## config.mk

```make
export PLATFORM = sky130hd
export DESIGN_NAME = jstk_servo_pwm
export DESIGN_NICKNAME = d
export VERILOG_FILES = /design/src/rtl/servo_pkg.sv /design/src/rtl/us_tick_gen.sv /design/src/rtl/jstk_servo_pwm.sv
export SDC_FILE = /design/constraint.sdc
export NUM_CORES = 1
export LEC_CHECK = 0
export ABC_AREA = 0
export CORE_ASPECT_RATIO = 1.2
export CORE_UTILIZATION = 30
export DETAILED_ROUTE_END_ITERATION = 10
export SETUP_SLACK_MARGIN = 0.15
export SLEW_MARGIN = 20
export SYNTH_ARGS = -nofsm -noshare
export SYNTH_HDL_FRONTEND = slang
export SYNTH_SLANG_ARGS = --single-unit
```

## constraint.sdc

```tcl
create_clock -name clk -period 10.9 [get_ports clk]
set_input_delay 2.18 -clock clk [delete_from_list [all_inputs] [get_ports clk]]
set_output_delay 2.18 -clock clk [all_outputs]
set_load 0.005 [all_outputs]
```

## src/rtl/servo_pkg.sv

```systemverilog
// Shared types and constants for the joystick-driven servo PWM blocks.
package servo_pkg;

    typedef enum logic {
        S_LOW  = 1'b0,
        S_HIGH = 1'b1
    } servo_state_t;

    localparam logic [9:0] JSTK_CENTER = 10'd512;
    localparam logic [9:0] JSTK_MAX    = 10'd1023;
    localparam int         PULSE_W     = 12;

endpackage

```

## src/rtl/us_tick_gen.sv

```systemverilog
// Microsecond tick prescaler: one-cycle us_tick every CLK_FREQ_HZ/1e6 clocks.
module us_tick_gen #(
    parameter int CLK_FREQ_HZ = 100_000_000
) (
    input  logic clk,
    input  logic rst,
    output logic us_tick
);

    localparam int DIV = CLK_FREQ_HZ / 1_000_000;
    localparam int W   = (DIV > 1) ? $clog2(DIV) : 1;

    logic [W-1:0] r_cnt;
    logic         w_wrap;

    assign w_wrap  = (r_cnt == W'(DIV - 1));
    assign us_tick = w_wrap;

    always_ff @(posedge clk) begin
        if (rst) begin
            r_cnt <= '0;
        end else if (w_wrap) begin
            r_cnt <= '0;
        end else begin
            r_cnt <= r_cnt + 1'b1;
        end
    end

endmodule

```

## src/rtl/jstk_servo_pwm.sv

```systemverilog
// Joystick X sample -> 50 Hz hobby-servo PWM with deadzone and bumper centre.
// Optional per-frame slew limiting is enabled by SERVO_SLEW_LIMIT_EN.
module jstk_servo_pwm
    import servo_pkg::*;
#(
    parameter int CLK_FREQ_HZ  = 100_000_000,
    parameter int PERIOD_US    = 20000,
    parameter int MIN_PULSE_US = 1000,
    parameter int MAX_PULSE_US = 2000,
    parameter int DEADZONE     = 16,
    parameter int SLEW_STEP_US = 20
) (
    input  logic               clk,
    input  logic               rst,
    input  logic [10:0]        x_val,
    input  logic               x_bumper,
    output logic               pwm_out,
    output logic [PULSE_W-1:0] pulse_us,
    output logic               frame_start
);

    localparam int CNT_W = $clog2(PERIOD_US);
    localparam int SPAN  = MAX_PULSE_US - MIN_PULSE_US;
    localparam logic [PULSE_W-1:0] CENTER_US =
        PULSE_W'((MIN_PULSE_US + MAX_PULSE_US) / 2);

    logic               w_us_tick;
    logic               w_bound;
    logic               w_pulse_end;
    logic [CNT_W-1:0]   r_us_cnt;
    servo_state_t       r_state;
    servo_state_t       w_state_nxt;
    logic [PULSE_W-1:0] r_pulse;
    logic [PULSE_W-1:0] w_target;
    logic [PULSE_W-1:0] w_pulse_nxt;
    logic               r_frame_start;
    logic [9:0]         w_xc;
    logic [9:0]         w_dist;
    logic [9:0]         w_xm;

    us_tick_gen #(
        .CLK_FREQ_HZ(CLK_FREQ_HZ)
    ) u_tick (
        .clk     (clk),
        .rst     (rst),
        .us_tick (w_us_tick)
    );

    assign w_bound     = w_us_tick && (r_us_cnt == CNT_W'(PERIOD_US - 1));
    assign w_pulse_end = w_us_tick &&
                         ((32'(r_us_cnt) + 32'd1) == 32'(r_pulse));

    // Bit 10 clamps to full scale; deadzone and bumper snap to centre.
    always_comb begin
        w_xc   = x_val[10] ? JSTK_MAX : x_val[9:0];
        w_dist = (w_xc >= JSTK_CENTER) ? (w_xc - JSTK_CENTER)
                                       : (JSTK_CENTER - w_xc);
        w_xm   = w_xc;
        if (x_bumper || (32'(w_dist) < 32'(DEADZONE))) begin
            w_xm = JSTK_CENTER;
        end
        w_target = PULSE_W'(32'(MIN_PULSE_US) +
                            ((32'(w_xm) * 32'(SPAN)) >> 10));
    end

`ifdef SERVO_SLEW_LIMIT_EN
    localparam logic [PULSE_W-1:0] STEP = PULSE_W'(SLEW_STEP_US);

    always_comb begin
        w_pulse_nxt = w_target;
        if (w_target > r_pulse + STEP) begin
            w_pulse_nxt = r_pulse + STEP;
        end else if (w_target + STEP < r_pulse) begin
            w_pulse_nxt = r_pulse - STEP;
        end
    end
`else
    assign w_pulse_nxt = w_target;
`endif

    always_comb begin
        w_state_nxt = r_state;
        unique case (r_state)
            S_LOW:   if (w_bound)     w_state_nxt = S_HIGH;
            S_HIGH:  if (w_pulse_end) w_state_nxt = S_LOW;
            default: w_state_nxt = S_LOW;
        endcase
    end

    always_ff @(posedge clk) begin
        if (rst) begin
            r_state <= S_LOW;
        end else begin
            r_state <= w_state_nxt;
        end
    end

    always_ff @(posedge clk) begin
        if (rst) begin
            r_us_cnt      <= CNT_W'(PERIOD_US - 1);
            r_pulse       <= CENTER_US;
            r_frame_start <= 1'b0;
        end else begin
            r_frame_start <= w_bound;
            if (w_us_tick) begin
                r_us_cnt <= w_bound ? '0 : r_us_cnt + 1'b1;
            end
            if (w_bound) begin
                r_pulse <= w_pulse_nxt;
            end
        end
    end

    assign pwm_out     = (r_state == S_HIGH);
    assign pulse_us    = r_pulse;
    assign frame_start = r_frame_start;

endmodule

```

==> impl_metrics.tcl, run 1 <==
set metrics [dict create \
    outcome "complete, no violations" \
    postSynthRegisterBits 35 \
    max_clock_freq_mhz 110 \
    tritoncts "yes" \
    commonest_cells_after_routing_fill_and_taps_aside "56 x inv_1, 41 x ha_1, 36 x nor2_1, 35 x dfxtp_1, 33 x nand2_1" \
    critical_path_peak_fanout 12 \
    post-route-cell-area_um2 4330 \
    setup_slack_ps 1770 \
    io_pins 28 \
    worstSkewPairLatency_ps 280 \
    grt_antenna_before_repair 0 \
    first_global_vias 3009 \
    route.detailed.drc 0 \
    timing.final.crit_period_ps 9130 \
    vias_per_cell 4.89 \
    pin_count_of_the_biggest_net_entering_global_routing 17 \
    crit_required_ps 11040 \
    ctsResizeCount 0 \
    synth_fp_nets 524 \
    fp.coreArea_um2 12200 \
    ant_nets 0 \
    io_buffer_count 26 \
    setup.worst_path.start_class "primary input" \
    finalWeightedCongestion 0.815 \
    sequential_fraction_of_the_synthesis_area_pct 18.7 \
    floorplan.die.width_um 104 \
    hold_violations 0 \
    fraction_of_layout_cells_with_a_size_suffix_above_1_pct 6.47 \
    final_min_period_over_clock_period_pct 83.7 \
    max-slew-margin-rel_pct 38.7 \
    max-clock-path-buffers 2 \
    final.setup.tns_ps 0 \
    area_growth_pct 15.4 \
    fin_worst_skew_ps 4.72 \
    hold_class "register to register" \
    dieHeight_um 124 \
    async_flop_share_pct 0 \
    post_drt_wl_per_cell_um 12.6 \
    mappedNetlistArea_um2 3750 \
    ir_worst_vdd_v 0.0000879 \
    total_power_w 0.000905 \
    routed_wl_um 7860 \
    cts_made_buffers 5 \
    hold_buffers 0 \
    finish.net_count 548 \
    setup_viol 0 \
    ctsRootBufferMaster "clkbuf_16" \
    rsz_0062_raised_after_global_routing "no" \
    drt_first_pass_iters 4 \
    maxCapViolCount 0 \
    placed_area_um2 4190 \
    ys.flop_type "dfxtp_1" \
    dr_total_vias 3059 \
    starting_utilization_of_the_core_area_pct 30.8 \
    final_common_cell "inv_1" \
    postCtsSetupBuffers 0 \
    cts_max_level 2 \
    worst_slew_pin_slew_ps 910 \
    post-dp-hpwl_um 6480 \
    critical_path.endpoint_type "register" \
    crit_type "primary input to register" \
    synth_area_per_cell_um2 8.53 \
    power-per-cell-area_nw_per_um2 209 \
    all_layer_gr_usage_pct 12.5 \
    die_area_um2 13000 \
    clk_pin_slew_worst_paths_ps 50 \
    synthesis.yosys.warnings 0 \
    drt_first_iter_violations 98 \
    synthDistinctLibCells 58 \
    dpl_worst_slack_ps 1460 \
    cellLeakagePower_nw 1.91 \
    final_number_of_max_transition_violations 0 \
    number_of_enable_flip_flop_cells_after_synthesis 0 \
    grt_pass1_wl_um 13700 \
    grt_overflow 0 \
    cp_data_arrival_time_ps 9270 \
    post_synth_inst_count 440 \
    antenna_cells 0 \
    cts.sink_count 35 \
    row_count 44 \
]
[where the power goes]
part | total [W] | switching (W) | internal [W]
combinational | 0.000635 | 0.000342 | 0.000293
sequential | 0.000130 | 0.000000973 | 0.000129
clock | 0.000140 | 0.0000505 | 0.0000890
[kinds of logic after synthesis]
| logic type | after synthesis | share of synthesized area (%) |
|---|---|---|
| and+or+nand+nor | 143 | 19.4 |
| DFF | 35 | 18.7 |
| adders and majority gates | 71 | 29.4 |
| other | 1 | 0.100 |
| xor gates and xnor gates | 38 | 9.27 |
| buffers and inverters | 67 | 6.90 |
| AOI/OAI and AO/OA | 85 | 16.2 |
[Yosys cell counts, drive strengths merged (11+ instances only)]
cell type | n | area share, %
inv | 56 | 5.6
ha | 41 | 14
nor2 | 36 | 3.6
dfxtp | 35 | 19
nand2 | 33 | 3.3
fa | 29 | 15
o21ai | 26 | 3.5
xnor2 | 24 | 6.0
a21oi | 19 | 2.6
nand3 | 16 | 2.1
xor2 | 14 | 3.3
and3 | 11 | 1.8
[flip-flops by register name (all words and copies together), names as in the netlist]
signal / count
r_us_cnt: 15
frame_start: 1
pwm_out: 1
u_tick.r_cnt: 7
pulse_us: 11
[final cells by class]
cell class | count | area, um2
Fill cell | 1261 | 7840
Multi-Input combinational cell | 338 | 2800
Sequential cell | 35 | 701
Timing Repair Buffer | 28 | 275
Inverter | 56 | 210
Tap cell | 161 | 201
Clock buffer | 6 | 139
Clock inverter | 1 | 5.00
[routing by layer]
metal	global-route usage (%)	part of all wire, %
met1	15.3	45
met2	23.1	51
met3	1.36	2.9
met4	3.11	1.2
met5	0	0
[worst paths after layout]
path	end	from	depth (start not counted)	slack (ps)
worst min register to register	u_tick.r_cnt[0]	u_tick.r_cnt[0]	1	460
worst min-delay path	u_tick.r_cnt[0]	u_tick.r_cnt[0]	1	460
worst max-delay path	pulse_us[9]	x_val[10]	22	1770
worst max register to register	pulse_us[8]	r_us_cnt[0]	7	8100
[critical path, stage by stage]
cell	delay [ps]
clkdlybuf4s50_1	580
or2_1	330
or4_4	450
a211oi_1	580
o21ai_0	460
fa_1	670
fa_1	440
fa_1	490
fa_1	510
inv_1	40
ha_1	350
a21o_1	200
a21o_1	200
a21oi_2	260
o211ai_1	150
xor2_1	170
ha_1	230
nor4_1	340
a211oi_2	150
nor3b_2	210
xor2_1	190
a211oi_2	80
[stage by stage]
stage / util, % / std cells / hold slack, ps
3_5_place_dp: 34.4 / 618 / 449
6_report: 35.6 / 625 / 465
2_1_floorplan: - / 440 / 430
5_1_grt: 35.6 / 625 / 499
4_1_cts: 35.6 / 625 / 472
3_3_place_gp: 34.4 / 618 / 446
Note: power is estimated with default switching activity, not from simulation.
==> inputs of run 2 (changes only) <==
- clock period: 10.9 -> 9.45 ns (I/O delays scaled with it)
==> impl_metrics.tcl, run 2 (synthesis results as in run 1) <==
set metrics [dict create \
    drt_first_pass_iters 4 \
    max_clock_freq_mhz 117 \
    row_count 44 \
    crit-reg2reg-capture "pulse_us[8]" \
    grt_pass1_wl_um 14000 \
    maxCapViolCount 0 \
    die_area_um2 13000 \
    final_common_cell "inv_1" \
    worstHoldStart "u_tick.r_cnt[0]" \
    grt_antenna_before_repair 0 \
    first_global_vias 3154 \
    hold_class "register to register" \
    worstSkewPairLatency_ps 280 \
    final_min_period_over_clock_period_pct 90.7 \
    cellLeakagePower_nw 1.92 \
    finish.net_count 548 \
    critical_path_peak_fanout 12 \
    io_buffer_count 26 \
    starting_utilization_of_the_core_area_pct 30.8 \
    clk_pin_slew_worst_paths_ps 60 \
    drt_first_iter_violations 128 \
    r2r.worst_path.cells 7 \
    n_fill_cell 1272 \
    rsz_0062_raised_after_global_routing "no" \
    total_power_w 0.00110 \
    min_to "u_tick.r_cnt[0]" \
    crit-reg2reg-launch "r_us_cnt[0]" \
    final.setup.tns_ps 0 \
    max-slew-margin-rel_pct 37.1 \
    fp.coreArea_um2 12200 \
    max_reg_flops 15 \
    routed_wl_um 8010 \
    cp_data_arrival_time_ps 8720 \
    critical_path.endpoint_type "register" \
    fraction_of_layout_cells_with_a_size_suffix_above_1_pct 6.88 \
    pin_count_of_the_biggest_net_entering_global_routing 17 \
    area_growth_pct 16.8 \
    crit_type "primary input to register" \
    outcome "complete, no violations" \
    io_pins 28 \
    largest_register "r_us_cnt" \
    antenna_cells 0 \
    setup_slack_of_the_most_critical_reg_to_reg_path_ps 6560 \
    cts_made_buffers 5 \
    ant_nets 0 \
    all_layer_gr_usage_pct 13.0 \
    floorplan.die.width_um 104 \
    finalWeightedCongestion 0.851 \
    cts.sink_count 35 \
    setup.worst_path.start_class "primary input" \
    ir_worst_vdd_v 0.000117 \
    hold_path_depth 1 \
    commonest_cells_after_routing_fill_and_taps_aside "56 x inv_1, 41 x ha_1, 36 x nor2_1, 35 x dfxtp_1, 33 x nand2_1" \
    fin_worst_skew_ps 3.97 \
    post-dp-hpwl_um 6550 \
    worst_slew_pin_slew_ps 934 \
    vias_per_cell 4.94 \
    cts_max_level 2 \
    final_number_of_max_transition_violations 0 \
    tritoncts "yes" \
    timing.final.crit_period_ps 8580 \
    dieHeight_um 124 \
    ctsRootBufferMaster "clkbuf_16" \
    post_drt_wl_per_cell_um 12.8 \
    grt_overflow 0 \
    crit_required_ps 9600 \
    hold_buffers 0 \
    power-per-cell-area_nw_per_um2 250 \
    max-clock-path-buffers 2 \
    dr_total_vias 3090 \
    route.detailed.drc 0 \
    hold_violations 0 \
    worst_hold_slack_ps 472 \
    setup_viol 0 \
]
==> run 2: cell count changes in the layout (fill, tap and decap cells not counted) <==
cell,previous run,this run
a211oi_2,2,3
a211oi_1,3,2
bufinv_16,0,2
clkinv_2,1,0
clkbuf_8,1,0
clkinvlp_4,0,1
==> run 2: layer usage <==
metal  vias to the layer above  part of all wire (%)  wire length, um  track usage, %
li1                       1550                     -                -               -
met1                      1464                    44             3530            15.4
met2                        66                    52             4170            24.0
met3                        10                   2.5              203            1.36
met4                         0                   1.4              110            4.62
met5                         -                     0                0               0
==> run 2: worst max-delay path, cell delays in order <==
cell and delay, ps:
clkdlybuf4s50_1 570, or2_1 310, or4_4 450, a211oi_2 410, o21ai_0 370, fa_1 650
fa_1 450, fa_1 490, fa_1 510, inv_1 40, ha_1 350, a21o_1 210
a21o_1 220, a21oi_2 260, o211ai_1 150, xor2_1 170, ha_1 230, nor4_1 340
a211oi_2 150, nor3b_2 210, xor2_1 200, a211oi_2 90
==> run 2: layout make-up <==
class	instances	area, um2	share of cell area, %
multi-input cells	338	2800	63.9
flip-flops and latches	35	701	16.0
clock buffers	5	125	2.85
repair buffers	28	275	6.28
inverters	56	210	4.80
clock inverters	3	67.6	1.54
well taps	161	201	4.60
==> run 2: what timing repair did <==
item                                    CTS  global route
setup buffers                             0             0
endpoints found under the setup margin    0             1
resized for setup                         0             1
==> run 2: metrics by stage <==
step / util, % / cell area, um2 / setup WS, ps / instances
floorplan: - / 3750 / 1410 / 440
global placement: 34.4 / 4190 / 481 / 618
detailed placement: 34.4 / 4190 / 277 / 618
CTS: 36.0 / 4380 / 574 / 626
global route: 36.0 / 4380 / 377 / 626
finish: 36.0 / 4380 / 875 / 626
==> run 2: worst max path at each step <==
stage / slack (ps) / cells past startpoint / startpoint / end
finish: 870 / 22 / x_val[10] / pulse_us[9]
global route: 380 / 24 / x_val[10] / pulse_us[9]
CTS: 570 / 21 / x_val[10] / pulse_us[9]
detailed placement: 280 / 21 / x_val[10] / pulse_us[9]
global placement: 480 / 24 / x_val[10] / pulse_us[9]
floorplan: 1410 / 20 / x_val[10] / pulse_us[9]
==> run 2: where the power goes <==
group	switching, W	internal (W)	total [W]
sequential	0.00000111	0.000149	0.000150
clock	0.0000621	0.000151	0.000213
combinational	0.000393	0.000340	0.000732
==> inputs of run 3 (changes only) <==
- GPL_TIMING_DRIVEN: not set -> 0
==> impl_metrics.tcl, run 3 (synthesis results as in run 1) <==
set metrics [dict create \
    timing.final.crit_period_ps 8690 \
    final.setup.tns_ps 0 \
    route.detailed.drc 0 \
    final_common_cell "inv_1" \
    finish.net_count 557 \
    ctsRootBufferMaster "clkbuf_16" \
    io_pins 28 \
    drt_first_iter_violations 96 \
    placed_area_um2 4210 \
    max-slew-margin-rel_pct 33.2 \
    all_layer_gr_usage_pct 12.5 \
    area_growth_pct 16.8 \
    commonest_cells_after_routing_fill_and_taps_aside "56 x inv_1, 41 x ha_1, 36 x nor2_1, 35 x dfxtp_1, 33 x nand2_1" \
    antenna_cells 0 \
    total_power_w 0.00107 \
    io_buffer_count 26 \
    first_global_vias 3040 \
    postCtsSetupBuffers 0 \
    outcome "complete, no violations" \
    cts.sink_count 35 \
    dieHeight_um 124 \
    routed_wl_um 7870 \
    worst_slew_pin_slew_ps 991 \
    fin_worst_skew_ps 2.76 \
    grt_antenna_before_repair 0 \
    max_reg_flops 15 \
    max-clock-path-buffers 2 \
    maxCapViolCount 0 \
    cts_max_level 2 \
    setup_viol 0 \
    crit_required_ps 9590 \
    row_count 44 \
    starting_utilization_of_the_core_area_pct 30.8 \
    cp_data_arrival_time_ps 8840 \
    ir_worst_vdd_v 0.000131 \
    n_fill_cell 1261 \
    dr_total_vias 3089 \
    hold_violations 0 \
    drt_first_pass_iters 4 \
    die_area_um2 13000 \
    hold_class "register to register" \
    post-route-cell-area_um2 4380 \
    post-dp-hpwl_um 6500 \
    worstSkewPairLatency_ps 280 \
    tritoncts "yes" \
    largest_register "r_us_cnt" \
    ctsResizeCount 0 \
    grt_overflow 0 \
    cellLeakagePower_nw 1.93 \
    clk_pin_slew_worst_paths_ps 60 \
    ant_nets 0 \
    fp.coreArea_um2 12200 \
    critical_path_peak_fanout 8 \
    crit_type "primary input to register" \
    fraction_of_layout_cells_with_a_size_suffix_above_1_pct 6.33 \
    hold_buffers 0 \
    setup.worst_path.start_class "primary input" \
    finalWeightedCongestion 0.831 \
    floorplan.die.width_um 104 \
    post_drt_wl_per_cell_um 12.4 \
    pin_count_of_the_biggest_net_entering_global_routing 13 \
    power-per-cell-area_nw_per_um2 244 \
    final_min_period_over_clock_period_pct 92.0 \
    cts_made_buffers 5 \
    rsz_0062_raised_after_global_routing "no" \
    vias_per_cell 4.86 \
    grt_pass1_wl_um 13500 \
    final_number_of_max_transition_violations 0 \
    critical_path.endpoint_type "register" \
    max_clock_freq_mhz 115 \
]
run 3: metrics by stage:
step / utilization [%] / setup WS [ps] / hold WS [ps] / cells
6_report: 36.0 / 755 / 457 / 635
5_1_grt: 36.0 / 194 / 519 / 635
4_1_cts: 36.0 / 632 / 463 / 635
3_5_place_dp: 34.6 / 356 / 450 / 627
3_3_place_gp: 34.6 / 479 / 446 / 627
2_1_floorplan: - / 1410 / 430 / 440
run 3: layer usage:
metal / share of wire [%] / global-route usage [%] / wire (um)
met1: 45 / 14.8 / 3570
met5: 0 / 0 / 0
met3: 3.5 / 1.57 / 273
met2: 49 / 23.5 / 3890
met4: 1.8 / 3.36 / 142
run 3: final timing paths:
path,startpoint,end,slack [ps],depth (start not counted)
worst max-delay path,x_val[10],pulse_us[9],760,23
worst min-delay path,u_tick.r_cnt[0],u_tick.r_cnt[0],460,1
worst max register to register,r_us_cnt[2],pwm_out,6750,9
worst min register to register,u_tick.r_cnt[0],u_tick.r_cnt[0],460,1
run 3: layout make-up:
cell class / instances / area (um2) / area share (%)
well taps: 161 / 201 / 4.60
repair buffers: 26 / 260 / 5.94
flip-flops and latches: 35 / 701 / 16.0
plain buffers: 11 / 48.8 / 1.11
multi-input cells: 338 / 2790 / 63.7
clock buffers: 5 / 125 / 2.86
inverters: 56 / 210 / 4.80
clock inverters: 3 / 43.8 / 0.999
run 3: critical path: stages:
cell and delay, ps:
clkdlybuf4s50_1 420, or2_1 250, or4_4 440, a211oi_1 630, o21ai_0 500, fa_1 670, fa_1 440, fa_1 490
fa_1 510, inv_1 40, ha_1 350, a21o_1 200, a21o_1 200, or3_1 360, and2_1 180, ha_1 240
nor2b_1 150, nand3b_1 90, a21oi_1 170, a211oi_2 90, nor3b_2 220, xor2_1 190, a211oi_2 90
run 3: report_power, final:
group	switching [W]	internal, W
Clock	0.0000645	0.000124
Combinational	0.000392	0.000338
Sequential	0.00000103	0.000149
